--- src/rtl/dac_feed_if.sv ---
// Valid/ready sample channel between a producer and the DAC sample feeder.
interface dac_feed_if #(
  parameter int DATA_W = 12
);
  logic [DATA_W-1:0] s_data;
  logic              s_valid;
  logic              s_ready;

  modport master (output s_data, output s_valid, input s_ready);
  modport slave  (input s_data, input s_valid, output s_ready);
endinterface

--- src/rtl/dac_sample_feeder.sv ---
// Sample FIFO feeding the PWM DAC one code per frame; dac_out changes only at frame boundaries.
// Optional DAC_FEED_UNDERRUN_CNT_EN adds a saturating underrun_count output.
module dac_sample_feeder #(
  parameter int                DATA_W        = 12,
  parameter int                DEPTH         = 8,
  parameter int                FRAME_BITS    = 12,
  parameter logic [DATA_W-1:0] IDLE_CODE     = 12'h800,
  parameter bit                UNDERRUN_MODE = 1'b0
) (
  input  logic                     clk,
  input  logic                     rst_n,
  dac_feed_if.slave                s_if,
  output logic [DATA_W-1:0]        dac_out,
  output logic                     frame_start,
  output logic [$clog2(DEPTH):0]   fill_level,
  output logic                     underrun
`ifdef DAC_FEED_UNDERRUN_CNT_EN
  ,
  output logic [15:0]              underrun_count
`endif
);
  localparam int AW = $clog2(DEPTH);

  logic [FRAME_BITS-1:0] fc_q, fc_d;
  logic [AW:0]           wr_ptr_q, wr_ptr_d;
  logic [AW:0]           rd_ptr_q, rd_ptr_d;
  logic [DATA_W-1:0]     mem_q [DEPTH];
  logic [DATA_W-1:0]     mem_d [DEPTH];
  logic [DATA_W-1:0]     dac_q, dac_d;
  logic                  frame_start_q, frame_start_d;
  logic                  underrun_q, underrun_d;
  logic [AW:0]           count;
  logic                  empty, full, boundary, push, pop;

  function automatic logic [15:0] sat_inc16(input logic [15:0] v);
    return (v == 16'hFFFF) ? v : v + 16'd1;
  endfunction

  // Occupancy from the wrap-bit pointers; difference is exact up to DEPTH
  assign count    = wr_ptr_q - rd_ptr_q;
  assign empty    = (count == '0);
  assign full     = (count == (AW+1)'(DEPTH));
  assign boundary = (fc_q == '1);
  assign push     = s_if.s_valid && !full;
  assign pop      = boundary && !empty;

  always_comb begin
    fc_d          = fc_q + FRAME_BITS'(1);
    wr_ptr_d      = wr_ptr_q + (AW+1)'(push);
    rd_ptr_d      = rd_ptr_q + (AW+1)'(pop);
    mem_d         = mem_q;
    dac_d         = dac_q;
    frame_start_d = boundary;
    underrun_d    = boundary && empty;
    if (push) mem_d[wr_ptr_q[AW-1:0]] = s_if.s_data;
    // An empty FIFO at the boundary is an underrun even if a push lands on the same edge
    if (boundary) begin
      if (!empty)             dac_d = mem_q[rd_ptr_q[AW-1:0]];
      else if (UNDERRUN_MODE) dac_d = IDLE_CODE;
    end
  end

  always_ff @(posedge clk or negedge rst_n) begin
    if (!rst_n) begin
      fc_q          <= '0;
      wr_ptr_q      <= '0;
      rd_ptr_q      <= '0;
      dac_q         <= IDLE_CODE;
      frame_start_q <= 1'b0;
      underrun_q    <= 1'b0;
    end else begin
      fc_q          <= fc_d;
      wr_ptr_q      <= wr_ptr_d;
      rd_ptr_q      <= rd_ptr_d;
      dac_q         <= dac_d;
      frame_start_q <= frame_start_d;
      underrun_q    <= underrun_d;
    end
  end

  // Sample storage carries no reset; validity is tracked by the pointers
  always_ff @(posedge clk) begin
    mem_q <= mem_d;
  end

`ifdef DAC_FEED_UNDERRUN_CNT_EN
  logic [15:0] underrun_cnt_q, underrun_cnt_d;

  always_comb begin
    underrun_cnt_d = underrun_cnt_q;
    if (underrun_d) underrun_cnt_d = sat_inc16(underrun_cnt_q);
  end

  always_ff @(posedge clk or negedge rst_n) begin
    if (!rst_n) underrun_cnt_q <= '0;
    else        underrun_cnt_q <= underrun_cnt_d;
  end

  assign underrun_count = underrun_cnt_q;
`endif

  assign s_if.s_ready = !full;
  assign dac_out      = dac_q;
  assign frame_start  = frame_start_q;
  assign underrun     = underrun_q;
  assign fill_level   = count;
endmodule

--- src/flat_wrapper.sv ---
// flat-port wrapper written by rule: the top's interface ports become plain ports
module dac_sample_feeder_flat 
#(
  parameter int                DATA_W        = 12,
  parameter int                DEPTH         = 8,
  parameter int                FRAME_BITS    = 12,
  parameter logic [DATA_W-1:0] IDLE_CODE     = 12'h800,
  parameter bit                UNDERRUN_MODE = 1'b0
)
  (clk, rst_n, dac_out, frame_start, fill_level, underrun, s_if_s_data, s_if_s_valid, s_if_s_ready);
  dac_feed_if #(.DATA_W(DATA_W)) s_if_i ();
  input  logic clk;
  input  logic rst_n;
  output logic [DATA_W-1:0] dac_out;
  output logic frame_start;
  output logic [$clog2(DEPTH):0] fill_level;
  output logic underrun;
  input wire logic [$bits(s_if_i.s_data)-1:0] s_if_s_data;
  input wire logic [$bits(s_if_i.s_valid)-1:0] s_if_s_valid;
  output wire logic [$bits(s_if_i.s_ready)-1:0] s_if_s_ready;
  assign s_if_i.s_data = s_if_s_data;
  assign s_if_i.s_valid = s_if_s_valid;
  assign s_if_s_ready = s_if_i.s_ready;
  dac_sample_feeder #(.DATA_W(DATA_W), .DEPTH(DEPTH), .FRAME_BITS(FRAME_BITS), .IDLE_CODE(IDLE_CODE), .UNDERRUN_MODE(UNDERRUN_MODE)) u_core (.clk(clk), .rst_n(rst_n), .s_if(s_if_i), .dac_out(dac_out), .frame_start(frame_start), .fill_level(fill_level), .underrun(underrun));
endmodule
--- config.mk ---
export PLATFORM = sky130hd
export DESIGN_NAME = dac_sample_feeder_flat
export DESIGN_NICKNAME = d
export VERILOG_FILES = /design/src/rtl/dac_feed_if.sv /design/src/rtl/dac_sample_feeder.sv /design/src/flat_wrapper.sv
export SDC_FILE = /design/constraint.sdc
export NUM_CORES = 1
export LEC_CHECK = 0
export ABC_AREA = 1
export CAP_MARGIN = 30
export CORE_ASPECT_RATIO = 0.6
export CORE_UTILIZATION = 53
export DETAILED_ROUTE_END_ITERATION = 10
export GPL_TIMING_DRIVEN = 0
export PLACE_DENSITY = 0.81
export SYNTH_ARGS = -nofsm -noshare
export SYNTH_HDL_FRONTEND = slang
export SYNTH_SLANG_ARGS = --single-unit
--- constraint.sdc ---
create_clock -name clk -period 2.8 [get_ports clk]
set_input_delay 0.56 -clock clk [delete_from_list [all_inputs] [get_ports clk]]
set_output_delay 0.56 -clock clk [all_outputs]
set_load 0.05 [all_outputs]
---- Yosys cells after proc, flatten, opt, wreduce, memory -nomap -nowiden ----
Cells that the tools add are included.
cells by class
  add/subtract/negate cells ............... 4
  $mul .................................... 0
  div/mod/pow operators ................... 0
  magnitude comparators ................... 3
  eq/ne operators ......................... 2
  shift-type cells ........................ 0
  mux-type cells .......................... 6
  bitwise operators ....................... 3
  reductions and logical operators ........ 8
operators by type and width
  cell                     number
  $bwmux W96               1
  $bmux W12 S3             1
  $demux W12 S3            1
  $mux W12                 3
  $add A12 B1 Y12 const B  1
  $eq A12 B12 Y1 const B   1
  $add A4 B1 Y4            2
  $ge A4 B4 Y1 const B     2
  $not A3 Y4               2
  $eq A4 B4 Y1 const B     1
  $logic_and A1 B1 Y1      4
  $logic_not A4 Y1         1
  $lt A4 B1 Y1 const B     1
  $sub A4 B4 Y4            1
  $logic_not A1 Y1         2
  $reduce_and A2 Y1        1
  $not A1 Y1               1
storage, ports and cells
  register bits ........................... 130
  bits in latches ......................... 0
  memory bits (writable) .................. 0
  memory bits (read-only) ................. 0
  output and inout port bits .............. 19
  memories kept ........................... 0

---- Logic depth before layout (Yosys ltp) ----
Gate-level depths: netlist (run 1).
  depth in word-level cells ............... 6
  depth in mapped cells ................... 15
  mapped depth without buffers ............ 14

---- Worst setup path after synthesis (run 1) ----
OpenSTA, ideal clock, no wires.
  kind .................................... flip-flop to flip-flop
  from .................................... register u_core.rd_ptr_q[1]
  to ...................................... register u_core.mem_q[12] in the netlist's numbering, enable pin
  setup time .............................. 0.380 ns
  arrival time ............................ 3.360 ns
  required time ........................... 2.420 ns
  setup slack ............................. -0.940 ns
  cell stages (with the launch flop) ...... 12
  buffers on the path ..................... 2
  clock period less this slack ............ 3.740 ns
  path through ............................ dfrtp_1 > buf_2 > inv_2 > buf_2 > fa_1 > nand2_1 > inv_1 > nor2_1 > nor2_1 > nand2_1 > nand2_1 > nor2_1
on the way
  cells in the longest elaborated chain, start to end .. 4
ends and longest elaborated chain
  item                      line                     text
  start: declaration        dac_sample_feeder.sv:26  logic [AW:0] rd_ptr_q, rd_ptr_d;
  start signal: assignment  dac_sample_feeder.sv:74  rd_ptr_q <= rd_ptr_d;
  $sub A4 B4 Y4             dac_sample_feeder.sv:40  assign count = wr_ptr_q - rd_ptr_q;
  net fill_level[2]         flat_wrapper.sv:16       output logic [$clog2(DEPTH):0] fill_level;
  $eq A4 B4 Y1              dac_sample_feeder.sv:42  assign full = (count == (AW+1)'(DEPTH));
  $logic_not A1 Y1          --
  net s_if_s_ready          flat_wrapper.sv:20       output wire logic [$bits(s_if_i.s_ready)-1:0] s_if_s_ready;
  $logic_and A1 B1 Y1       dac_sample_feeder.sv:44  assign push = s_if.s_valid && !full;
  end signal: assignment    dac_sample_feeder.sv:83  mem_q <= mem_d;
  end: declaration          dac_sample_feeder.sv:27  logic [DATA_W-1:0] mem_q [DEPTH];
The timed path passes the listed nets, and every way through them passes these cells.
A chain may end at the register's enable or synchronous reset.

---- Final worst setup path (run 1) ----
  from .................................... register u_core.rd_ptr_q[1]
  to ...................................... output s_if_s_ready
on the way
  cells in the longest elaborated chain, start to end .. 3
ends and longest elaborated chain
  item              line                      text
  $sub A4 B4 Y4     dac_sample_feeder.sv:40
  $eq A4 B4 Y1      dac_sample_feeder.sv:42
  $logic_not A1 Y1  dac_sample_feeder.sv:102  assign s_if.s_ready = !full;
  end: declaration  flat_wrapper.sv:20
Every way passes these cells.

==> results.json, run 1 <==
{
  "ios": 34,
  "hp-class": "in -> async",
  "drc": 0,
  "fin_tns_setup_ns": 0,
  "antenna_found_initial": 0,
  "ys_seq_area_share_pct": 64.5,
  "drive_gt1_share_pct": 14.1,
  "power_density_nw_per_um2": 600,
  "synth_mux_area_share_pct": 0,
  "power_uw": 4250,
  "worstReg2RegStart": "u_core.rd_ptr_q[1]$_DFF_PN0_",
  "synthTopCellsByArea": "edfxtp_1 50%, dfrtp_1 14%, nand2_1 12%",
  "cts_tree": "built",
  "avgViaCountPerCell": 5.34,
  "slowest_delay_ns": 0.46,
  "hold_violations": 0,
  "ctsRootBufferMaster": "clkbuf_16",
  "die_w_um": 137,
  "fill_cells": 761,
  "htree_levels": 4,
  "grt_pass1_vias": 4136,
  "syn_nets": 605,
  "crit_arrival_ns": 2.17,
  "detail_route.first_pass.iterations": 6,
  "synthAdderAreaFrac_pct": 2.07,
  "synth.cell_area_sq_um": 5790,
  "rsz0062_at_grt": "yes",
  "fin_util_pct": 66.8,
  "final_common_cell": "nand2_1",
  "worstPathMaxFanout": 3,
  "worstPathCellList": "buf_6, inv_8, buf_12, fa_2, or2_4, nor2_4, nand2_4, buf_8",
  "critPathLaunch": "u_core.rd_ptr_q[1]$_DFF_PN0_",
  "grt_pass1_wl_mm": 21.3,
  "ys_seq_elements": 130,
  "drt-initial-drc-count": 454,
  "dieArea_sq_um": 11400,
  "synthToLayoutAreaGrowth_pct": 22.3,
  "cp-start-kind": "register",
  "synthesis.instances": 581,
  "hold-worst-slack_ns": 0.197,
  "p_leak_uw": 0.00330,
  "nNetsFinal": 664,
  "postCtsHoldBufs": 0,
  "hpwlAfterDp_mm": 8.46,
  "grt_max_degree": 35,
  "yosys.area.top_type_share_pct": 49.8,
  "tightest_slew_ns": 0.744,
  "synth_xor_area_share_pct": 2.12,
  "synth_simple_gate_area_share_pct": 22.1,
  "cts_sinks": 130,
  "dp.cells": 753,
  "clk_pin_slew_ns": 0.06,
  "setup_violations": 0,
  "final_cell_mix": "185 x nand2_1, 110 x inv_1, 96 x edfxtp_1, 70 x nand3_1, 30 x dfrtp_1",
  "synth-compound-area-share_pct": 0.0864,
  "clk_latency_ns": 0.42,
  "relSlewSlack_pct": 50.4,
  "place.gp.congestion": 0.850,
  "maxCapViolations": 0,
  "io_buffers": 33,
  "fin_crit_ns": 2.73,
  "clockBufferDepth": 2,
  "fin_crit_sh_pct": 97.6,
  "vdd_drop_max_mv": 0.454,
  "vias": 4232,
  "grt_usage_pct": 26.3,
  "fin_skew_ns": 0.00723,
  "synth_cell_type_count": 26,
  "drt_wl_total_mm": 13.6,
  "critical_path_required_ns": 2.24,
  "status": "completed",
  "initial_core_util_pct": 54.7,
  "fmax_mhz": 366,
  "synth_warnings": 0,
  "postRouteAntennaNets": 0,
  "cp_slowest_cell": "fa_2",
  "synth_top_family_by_area": "simple AND/OR/NAND/NOR gates",
  "final-max-slew-violation-count": 0,
  "avgSynthCellArea_sq_um": 9.97,
  "coreArea_sq_um": 10600,
  "die_h_um": 83.0,
  "grt-ovfl-total": 0,
  "finalNonFillerCells": 792,
  "wl_per_cell_um": 17.1,
  "rows": 29,
  "antenna_cells": 0,
  "endpoint_kind": "output port",
  "numCtsBuffers": 17,
  "yosysTopAreaCell": "edfxtp_1",
  "path_class": "reg -> out"
}
power breakdown:
part	switching [uW]	internal [uW]	leakage, uW
logic	30.9	16.6	0.00170
registers	0	2070	0.00131
clock network	800	1330	0.000291
cell type report:
class                           count  area (sq um)  share of cell area (%)
Clock inverter                      7          41.3                   0.583
Sequential cell                   130          3740                    52.8
Buffer                             19           128                    1.80
Multi-Input combinational cell    317          1640                    23.2
Clock buffer                       25           538                    7.60
Timing Repair Buffer               41           380                    5.37
Tap cell                          139           174                    2.46
Inverter                          114           439                    6.20
worst max-delay path, delay by kind of cell (launching register included):
family	cells	cell delay (ns)
and+or+nand+nor	3	0.46
adders and majority gates	1	0.46
DFF	1	0.39
buffers and inverters	4	0.44
flip-flops by register name, summed over array words and instances (netlist names):
signal / cells
u_core.fc_q: 12
u_core.rd_ptr_q: 4
u_core.underrun: 1
u_core.mem_q: 96
u_core.wr_ptr_q: 4
u_core.dac_out: 12
u_core.frame_start: 1
synthesized netlist by cell type:
cell type	n
a21oi_1	1
buf_6	2
nand4_1	3
nor3_1	1
xnor2_1	5
inv_1	113
nand2_1	188
nand2_2	9
nor2_1	15
edfxtp_1	96
nand2_4	1
nand3_1	70
fa_1	1
inv_2	1
nor2_4	1
xor2_1	9
dfrtp_1	33
buf_2	9
clkbuf_1	7
or2_0	1
nand3_4	1
ha_1	8
nand3_2	2
buf_1	2
nor2_8	1
dfstp_2	1
per-stage QoR:
step	cell area [sq um]	setup slack, ns
global placement	6400	-0.485
global route	7080	-0.00847
CTS	7070	-0.00479
finish	7080	0.0667
detailed placement	6390	-0.527
floorplan	5890	0.00639
final timing paths:
kind / endpoint / slack, ns / cells past startpoint
min: u_core.dac_out[7]$_DFFE_PN0P_ / 0.20 / 1
max in group asynchronous: u_core.rd_ptr_q[0]$_DFF_PN0_ / 2.07 / 1
min in group clk: u_core.dac_out[11]$_DFFE_PN1P_ / 0.46 / 2
min reg2reg: u_core.dac_out[11]$_DFFE_PN1P_ / 0.46 / 2
max: s_if_s_ready / 0.07 / 8
max reg2reg: u_core.rd_ptr_q[2]$_DFF_PN0_ / 0.10 / 13
per-layer routing:
metal  vias up  global-route usage (%)  wire length, um  part of all wire, %
met5         -                       0                0                    0
met4         0                    10.8              306                  2.3
met3        36                    6.41             1200                  8.8
met2       212                    41.1             6460                   48
met1      2031                    35.2             5610                   41
li1       1953                       -                -                    -
repair_timing:
item	in CTS	in global routing
cloned	0	0
pin swaps	4	2
resized for setup	30	7
buffers inserted	8	0
endpoints found under the setup margin	106	18
cell families (layout without fill, tap and decap cells):
group / Yosys count / after routing
XOR/XNOR: 14 / 14
adder cells (fa/ha/maj): 9 / 9
AO/OA/AOI/OAI: 1 / 1
AND/OR/NAND/NOR: 293 / 293
flip-flops: 130 / 130
buffers and inverters: 134 / 206
Power figures use the tool's default switching activity.
==> run 2, diff against run 1 <==
CORE_UTILIZATION = 57   (was 53)
DONT_BUFFER_PORTS = 1   (was not set)
==> run 2 against run 1 <==
  * The flow now finishes with violations (setup timing)
  * Die area decreased by 6.9%
  * Sequential share of layout area decreased by 0.26 points
  * Flip-flop and latch count unchanged
  * Hold slack improved by 0.037 ns
  * Fmax decreased by 4.5%
  * Utilization increased by 5.2 points
  * Design area increased by 0.49%
  * Worst setup slack got worse by 0.13 ns
  * Wire length increased by 1.6%
  * Via count decreased by 3.0%
  * Register-to-register slack got worse by 0.13 ns
  * Global-route usage increased by 0.95 points
  * Largest power group unchanged
  * Highest routed layer unchanged
==> results.json, run 2 (synthesized netlist as in run 1, its figures left out) <==
{
  "synthToLayoutAreaGrowth_pct": 22.9,
  "critical_path_required_ns": 2.24,
  "p_leak_uw": 0.00331,
  "crit_arrival_ns": 2.30,
  "cts_sinks": 130,
  "status": "finished, violations left",
  "ios": 34,
  "worstPathMaxFanout": 4,
  "relSlewSlack_pct": 53.7,
  "cp_slowest_cell": "fa_2",
  "io_buffers": 0,
  "hpwlAfterDp_mm": 8.20,
  "nNetsFinal": 651,
  "largest_reg_flops": 96,
  "final_common_cell": "nand2_1",
  "cts_tree": "built",
  "worstPathCellList": "inv_4, ha_4, inv_4, fa_2, or2_4, nor2_4, nand2_8",
  "fin_crit_sh_pct": 102,
  "final_cell_mix": "185 x nand2_1, 110 x inv_1, 96 x edfxtp_1, 69 x nand3_1, 30 x dfrtp_1",
  "endpoint_kind": "output port",
  "coreArea_sq_um": 9880,
  "rows": 28,
  "power_uw": 4400,
  "rsz0062_at_grt": "yes",
  "timing.critical_path.mode_cell": "inv_4",
  "drive_gt1_share_pct": 17.2,
  "dp.cells": 716,
  "fill_cells": 662,
  "initial_core_util_pct": 58.6,
  "antenna_found_initial": 0,
  "finalNonFillerCells": 775,
  "vias": 4106,
  "tightest_slew_ns": 0.695,
  "clockBufferDepth": 2,
  "grt_usage_pct": 27.2,
  "fin_util_pct": 72.0,
  "violations": "setup timing",
  "grt_pass1_vias": 3922,
  "ctsRootBufferMaster": "clkbuf_16",
  "grt-ovfl-total": 0,
  "slowest_delay_ns": 0.61,
  "hp-class": "in -> reg",
  "worst_slack_ns": -0.0608,
  "hold-worst-slack_ns": 0.234,
  "wl_per_cell_um": 17.8,
  "place.gp.congestion": 0.835,
  "cp-start-kind": "register",
  "fin_skew_ns": 0.00548,
  "die_h_um": 80.1,
  "setup_violations": 2,
  "final-max-slew-violation-count": 0,
  "clk_latency_ns": 0.42,
  "drt_wl_total_mm": 13.8,
  "drc": 0,
  "reg2reg_slack_ns": -0.03,
  "avgViaCountPerCell": 5.30,
  "postRouteAntennaNets": 0,
  "largest_register": "u_core.mem_q",
  "detail_route.first_pass.iterations": 5,
  "r2r_cells": 14,
  "vdd_drop_max_mv": 0.433,
  "die_w_um": 132,
  "numCtsBuffers": 17,
  "maxCapViolations": 0,
  "grt_max_degree": 35,
  "path_class": "reg -> out",
  "power_density_nw_per_um2": 618,
  "fmax_mhz": 350,
  "clk_pin_slew_ns": 0.06,
  "htree_levels": 4,
  "hold_violations": 0,
  "whs_path_depth": 0,
  "grt_pass1_wl_mm": 20.5,
  "fin_crit_ns": 2.86,
  "dieArea_sq_um": 10600,
  "antenna_cells": 0,
  "drt-initial-drc-count": 412
}
[run 2: worst paths after layout]
path,start,to
hold / removal,s_if_s_data[6],u_core.mem_q[42]$_DFFE_PP_
setup reg to reg,u_core.wr_ptr_q[0]$_DFF_PN0_,u_core.rd_ptr_q[2]$_DFF_PN0_
setup / recovery,u_core.wr_ptr_q[0]$_DFF_PN0_,s_if_s_ready
max in group asynchronous,rst_n,u_core.dac_out[11]$_DFFE_PN1P_
hold reg to reg,u_core.fc_q[0]$_DFF_PN0_,u_core.fc_q[0]$_DFF_PN0_
min in group asynchronous,rst_n,u_core.fc_q[4]$_DFF_PN0_
[run 2: cell type report]
cell class                 instances  area [sq um]  area share [%]
buffer                            19           128            1.79
clock buffer                      19           433            6.08
clock inverter                    13           183            2.57
inverter                         114           444            6.24
multi-input combinational        317          1680            23.6
sequential                       130          3740            52.5
tap                              135           169            2.37
timing repair buffer              28           342            4.80
[run 2: repair_timing]
item,4_1_cts,5_1_grt
hold buffers,2,0
endpoints found under the setup margin,107,107
endpoints found under the hold margin,34,0
gates resized for setup,13,16
cloned,0,0
setup buffers,21,5
pin swaps,14,6
[run 2: metrics by stage]
step | cell area, sq um | setup slack [ns] | setup TNS (ns)
floorplan | 5890 | 0.00639 | 0
CTS | 7010 | -0.135 | -0.320
global route | 7120 | -0.108 | -0.236
detailed placement | 6060 | -0.785 | -49.31
global placement | 6060 | -0.611 | -37.91
finish | 7120 | -0.0608 | -0.0897
[run 2: power by group]
group | internal, uW | total (uW) | switching, uW
Sequential | 2070 | 2070 | 0
Combinational | 4.00 | 13.6 | 9.61
Clock | 1490 | 2310 | 825
Total | 3570 | 4400 | 835
[run 2: routing by layer]
layer	up-vias	routed length, um	track usage [%]	share of wire, %
met1	1931	5680	35.9	41
li1	1917	-	-	-
met5	-	0	0	0
met3	29	1400	7.58	10
met4	0	241	11.3	1.7
met2	229	6460	43.2	47
[run 2: critical path, delay by kind of cell (launching register included)]
family	cells	cell delay, ns
adders and majority gates	2	0.75
and+or+nand+nor	3	0.58
DFF	1	0.42
buffers and inverters	2	0.13
